==> src/rtl/constants.svh <==
// Widths shared by the UART transmit path.
`ifndef CONSTANTS_SVH
`define CONSTANTS_SVH
`define MESSAGE_SIZE 8
`endif

==> src/rtl/uart_tx_scheduler.sv <==
// Round-robin scheduler sharing one UART transmitter between NUM_REQ
// requesters, with busy handshake, busy timeout and an inter-frame gap.
`include "constants.svh"

module uart_tx_scheduler #(
    parameter int NUM_REQ      = 4,
    parameter int GAP_CYCLES   = 2604,
    parameter int BUSY_TIMEOUT = 8192
) (
    input  logic                             clk,
    input  logic                             rst,
    input  logic [NUM_REQ-1:0]               req,
    input  logic [NUM_REQ*`MESSAGE_SIZE-1:0] req_data,
    input  logic                             tx_busy,
    output logic [NUM_REQ-1:0]               grant,
    output logic [`MESSAGE_SIZE-1:0]         tx_data,
    output logic                             tx_start,
    output logic [$clog2(NUM_REQ)-1:0]       tx_id,
    output logic                             err_timeout
);
    localparam int MS   = `MESSAGE_SIZE;
    localparam int IDW  = $clog2(NUM_REQ);
    localparam int TMAX = (GAP_CYCLES > BUSY_TIMEOUT) ?
                          GAP_CYCLES : BUSY_TIMEOUT;
    localparam int TW   = $clog2(TMAX + 1);

    localparam logic [TW-1:0] BUSY_LAST = TW'(BUSY_TIMEOUT - 1);
    localparam logic [TW-1:0] GAP_LAST  = TW'(GAP_CYCLES - 1);

    typedef enum logic [2:0] {
        IDLE,
        LOAD,
        START,
        WAIT_BUSY,
        WAIT_DONE,
        GAP
    } state_e;

    state_e             state_q, state_d;
    logic [TW-1:0]      timer_q, timer_d;
    logic [IDW-1:0]     last_grant_q, last_grant_d;
    logic [NUM_REQ-1:0] grant_q, grant_d;
    logic [MS-1:0]      tx_data_q, tx_data_d;
    logic               tx_start_q, tx_start_d;
    logic [IDW-1:0]     tx_id_q, tx_id_d;
    logic               err_timeout_q, err_timeout_d;

    logic [NUM_REQ-1:0] above_last;
    logic [NUM_REQ-1:0] pool;
    logic [IDW-1:0]     winner;
    logic [MS-1:0]      winner_data;

    // Requests above the last winner go first; if none, wrap to index 0.
    always_comb begin
        above_last = '0;
        for (int i = 0; i < NUM_REQ; i++) begin
            above_last[i] = (IDW'(i) > last_grant_q);
        end
        pool = ((req & above_last) != '0) ? (req & above_last) : req;
        winner = '0;
        for (int i = NUM_REQ - 1; i >= 0; i--) begin
            if (pool[i]) winner = IDW'(i);
        end
        winner_data = '0;
        for (int i = 0; i < NUM_REQ; i++) begin
            if (winner == IDW'(i)) begin
                winner_data = req_data[i*MS +: MS];
            end
        end
    end

    always_comb begin
        state_d       = state_q;
        timer_d       = timer_q;
        last_grant_d  = last_grant_q;
        grant_d       = '0;
        tx_start_d    = 1'b0;
        err_timeout_d = 1'b0;
        tx_data_d     = tx_data_q;
        tx_id_d       = tx_id_q;
        unique case (state_q)
            IDLE: begin
                if (req != '0) begin
                    grant_d      = NUM_REQ'(1) << winner;
                    tx_data_d    = winner_data;
                    tx_id_d      = winner;
                    last_grant_d = winner;
                    state_d      = LOAD;
                end
            end
            LOAD: begin
                tx_start_d = 1'b1;
                state_d    = START;
            end
            START: begin
                timer_d = '0;
                state_d = WAIT_BUSY;
            end
            WAIT_BUSY: begin
                if (tx_busy) begin
                    state_d = WAIT_DONE;
                end else if (timer_q == BUSY_LAST) begin
                    err_timeout_d = 1'b1;
                    timer_d       = '0;
                    state_d       = GAP;
                end else begin
                    timer_d = timer_q + TW'(1);
                end
            end
            WAIT_DONE: begin
                if (!tx_busy) begin
                    timer_d = '0;
                    state_d = GAP;
                end
            end
            GAP: begin
                if (timer_q == GAP_LAST) begin
                    timer_d = '0;
                    state_d = IDLE;
                end else begin
                    timer_d = timer_q + TW'(1);
                end
            end
            default: state_d = IDLE;
        endcase
    end

    always_ff @(posedge clk) begin
        if (rst) begin
            state_q       <= IDLE;
            timer_q       <= '0;
            last_grant_q  <= IDW'(NUM_REQ - 1);
            grant_q       <= '0;
            tx_data_q     <= '0;
            tx_start_q    <= 1'b0;
            tx_id_q       <= '0;
            err_timeout_q <= 1'b0;
        end else begin
            state_q       <= state_d;
            timer_q       <= timer_d;
            last_grant_q  <= last_grant_d;
            grant_q       <= grant_d;
            tx_data_q     <= tx_data_d;
            tx_start_q    <= tx_start_d;
            tx_id_q       <= tx_id_d;
            err_timeout_q <= err_timeout_d;
        end
    end

    assign grant       = grant_q;
    assign tx_data     = tx_data_q;
    assign tx_start    = tx_start_q;
    assign tx_id       = tx_id_q;
    assign err_timeout = err_timeout_q;

    a_grant_onehot: assert property (
        @(posedge clk) disable iff (rst) $onehot0(grant_q));

    a_start_single: assert property (
        @(posedge clk) disable iff (rst) tx_start_q |=> !tx_start_q);

    // Payload may only move on a grant or as a result of reset.
    a_data_stable: assert property (
        @(posedge clk) disable iff (rst)
        $changed(tx_data_q) |-> (grant_q != '0 || $past(rst)));

endmodule

==> config.mk <==
export PLATFORM = sky130hd
export DESIGN_NAME = uart_tx_scheduler
export DESIGN_NICKNAME = d
export VERILOG_FILES = /design/src/rtl/uart_tx_scheduler.sv
export VERILOG_INCLUDE_DIRS = /design/src /design/src/rtl
export SDC_FILE = /design/constraint.sdc
export NUM_CORES = 1
export LEC_CHECK = 0
export ABC_AREA = 1
export CORE_MARGIN = 2
export CORE_UTILIZATION = 48
export CTS_CLUSTER_SIZE = 14
export DETAILED_ROUTE_END_ITERATION = 6
export GPL_TIMING_DRIVEN = 1
export PLACE_DENSITY_LB_ADDON = 0.25
export SYNTH_ARGS = -nofsm -noshare
export SYNTH_HDL_FRONTEND = slang
export SYNTH_SLANG_ARGS = --single-unit
export TNS_END_PERCENT = 1
==> constraint.sdc <==
create_clock -name clk -period 1.62 [get_ports clk]
set_input_delay 0.243 -clock clk [delete_from_list [all_inputs] [get_ports clk]]
set_output_delay 0.243 -clock clk [all_outputs]
set_load 0.01 [all_outputs]
==> key figures <==
Run status
  • Outcome: complete, no violations

Cells and area
  • Layout cell share with drive strength beyond 1: 0.2147
  • Register area: 708.2 um2
  • # fillers: 320
  • Layout area overhead: 48.06%
  • Post-route insts no fill: 418
  • Antenna diodes: 0
  • Fin nets: 408
  • Final core occ: 0.7463
  • Multi-input gate area: 0.001214 mm2

Clocking
  • H-tree Lvls: 2
  • CTS max path bufs: 2
  • CTS buffer count: 5
  • Root buf cell: clkbuf_8
  • Clk slew on worst S/H paths: 0.07 ns
  • Cts hold-fix bufs: 0
  • CTS tree: yes
  • Worst skew pair latency: 0.29 ns
  • Clock Sink Count: 35

Timing
  • Worst setup margin: 0.1395 ns
  • Slew HR: 0.8329
  • RSZ-0062 raised after global routing: yes
  • Maximum clock rate: 675.5 MHz
  • # setup viols final: 0
  • Clock Skew: 0.002686 ns
  • Setup_tns: 0 ns
  • Final worst path period share: 0.9139
  • Final Max Slew Viols: 0
  • Min Tclk post-route: 1.480 ns
  • Worst Max-Slew Pin Slew: 0.2484 ns
  • Final hold vios: 0

Logic synthesis
  • Mapped Area: 0.002031 mm2
  • Mean Syn Cell Area: 7.076 um2
  • Top cell type's share of synthesized area: 0.3450
  • EDFF count, synth: 0
  • Top post-synthesis cells by area: dfxtp_1, nand2_1, nand3_1
  • Synth cell types: 35
  • Top cell type by total area after synthesis: dfxtp_1
  • Register area share after synthesis: 0.3450
  • Synthesis warning total: 0
  • Synthesized flop and latch total: 35
  • Main synth FF type: dfxtp_1
  • Asr flop ratio synth: 0
  • Post-Synthesis Net Count: 327
  • Cell with the most instances after synthesis: nand2_1
  • Syn Inst Count: 287
  • Post-synth top cells: nand2_1, dfxtp_1, nand3_1, inv_1, nor2_1

Critical path
  • Crit-path max FO: 12
  • Startpoint types: flop
  • Worst setup EP type: flop
  • Crit path required time: 1.85 ns
  • Critical path type: reg -> reg
  • Worst Path Arrival: 1.71 ns

Route
  • WL/cell: 12.97 um
  • Initial drt markers: 161
  • DRC: 0
  • Vias per cell: 5.313
  • Final wirelength: 5421 um
  • DRT Pass-1 Iters: 4
  • Post-route ant nets: 0
  • Vias: 2221

Placed design
  • # port buffers: 54
  • Placed insts: 410
  • Placer Congestion: 0.8832
  • Post-DP HPWL: 4196 um
  • Pre-CTS WS: -0.2275 ns

Floorplanning
  • Die Height: 69.05 um
  • Io pins: 55
  • Die Wd: 69.05 um
  • Core footprint: 0.004029 mm2
  • Initial Util: 0.5040
  • Die area: 0.004767 mm2
  • Cell Rows: 23

Power
  • Static Leakage: 1.268 nW
  • Peak VDD IR: 845.8 uV
  • P per Cell Area: 1500 mW/mm2
  • Tot Pwr: 4.509 mW

Global routing
  • Global-route wire length before repair: 9218 um
  • Largest net degree at the start of global routing: 25
  • Total GRT Usage: 0.2340
  • GRT overflow: 0
  • Initial antenna violation count: 0
  • Vias in the first global route: 2103

Flow run
  • MaxCap Viol Count: 0

Worst hold path
  • Min-Delay Path Class: reg -> reg
[worst paths after layout]
kind	startpoint	depth (start not counted)	slack [ns]	to
min	tx_id[1]$_SDFFE_PP0P_	2	0.47	tx_id[1]$_SDFFE_PP0P_
min reg2reg	tx_id[1]$_SDFFE_PP0P_	2	0.47	tx_id[1]$_SDFFE_PP0P_
max	last_grant_q[1]$_SDFFE_PP1P_	9	0.14	tx_data[4]$_SDFFE_PP0P_
max reg2reg	last_grant_q[1]$_SDFFE_PP1P_	9	0.14	tx_data[4]$_SDFFE_PP0P_
[flip-flops by register name (all words and copies together) (netlist names)]
signal / cells
grant: 4
timer_q: 14
tx_id: 2
tx_start: 1
tx_data: 8
err_timeout: 1
state_q: 3
last_grant_q: 2
[critical path: stages (launching register included)]
cell     delay (ns)
dfxtp_1        0.37
inv_2          0.09
nand2_1        0.11
nand4_4        0.14
nand3_4        0.13
buf_4          0.20
nand4_1        0.09
nand3_1        0.11
nand2_1        0.05
a21oi_1        0.11
[cell families (layout without fill, tap and decap cells)]
group / count (synthesis) / count (layout) / share of synthesized area
AO/OA/AOI/OAI: 38 / 38 / 0.1164
XOR/XNOR: 2 / 2 / 0.008628
adder cells (fa/ha/maj): 1 / 1 / 0.006160
buffers and inverters: 44 / 125 / 0.09858
flip-flops: 35 / 35 / 0.3450
AND/OR/NAND/NOR: 167 / 167 / 0.4251
[layout make-up]
cell class,count,area share
multi-input combinational,208,0.4037
timing repair buffer,82,0.2659
clock inverter,1,0.001665
tap,50,0.02081
clock buffer,6,0.02747
inverter,36,0.04494
sequential,35,0.2355
[where the power goes]
part           total (mW)  switching, mW  internal, mW  leakage (nW)
clock               0.652          0.318         0.334        0.0470
sequential           1.25          0.151          1.10         0.287
combinational        2.61           1.41          1.20         0.933
total                4.51           1.88          2.63          1.27
[cell usage in the layout, fill, tap and decap left out, types with 4 or more instances in the layout]
cell type	synthesis	layout
a21oi_2	5	5
nor3_1	12	9
nand3_1	32	31
nor2_1	25	20
inv_2	5	6
nand2_1	59	58
dfxtp_2	0	6
dfxtp_1	35	29
buf_4	3	24
nand4_1	9	9
clkdlybuf4s50_1	0	51
nand2_2	5	4
nor3b_1	4	4
inv_1	30	29
a21oi_1	11	11
o21ai_1	9	9
clkbuf_8	0	6
nor2_2	2	7
nand3b_1	8	8
[repair_timing]
| action | CTS | global route |
|---|---|---|
| hold endpoints to repair | 0 | 0 |
| gates resized for setup | 1 | 27 |
| gates cloned | 0 | 0 |
| pin swaps | 0 | 1 |
| setup endpoints to repair | 1 | 24 |
| buffers inserted | 0 | 1 |
[stage by stage]
step                hold slack (ns)  instance area, um2
detailed placement           0.4606                2809
floorplan                    0.3054                2031
finish                       0.4684                3007
global route                 0.4994                3007
CTS                          0.4707                2899
global placement             0.4495                2809
[layer usage]
metal / vias to the layer above / share of wire / global-route usage
met5: - / 0 / 0
met1: 1000 / 0.43 / 0.2796
met4: 0 / 0.026 / 0.09586
met3: 14 / 0.058 / 0.06287
met2: 77 / 0.49 / 0.3953
li1: 1130 / - / -
(Power assumes the default switching activity.)
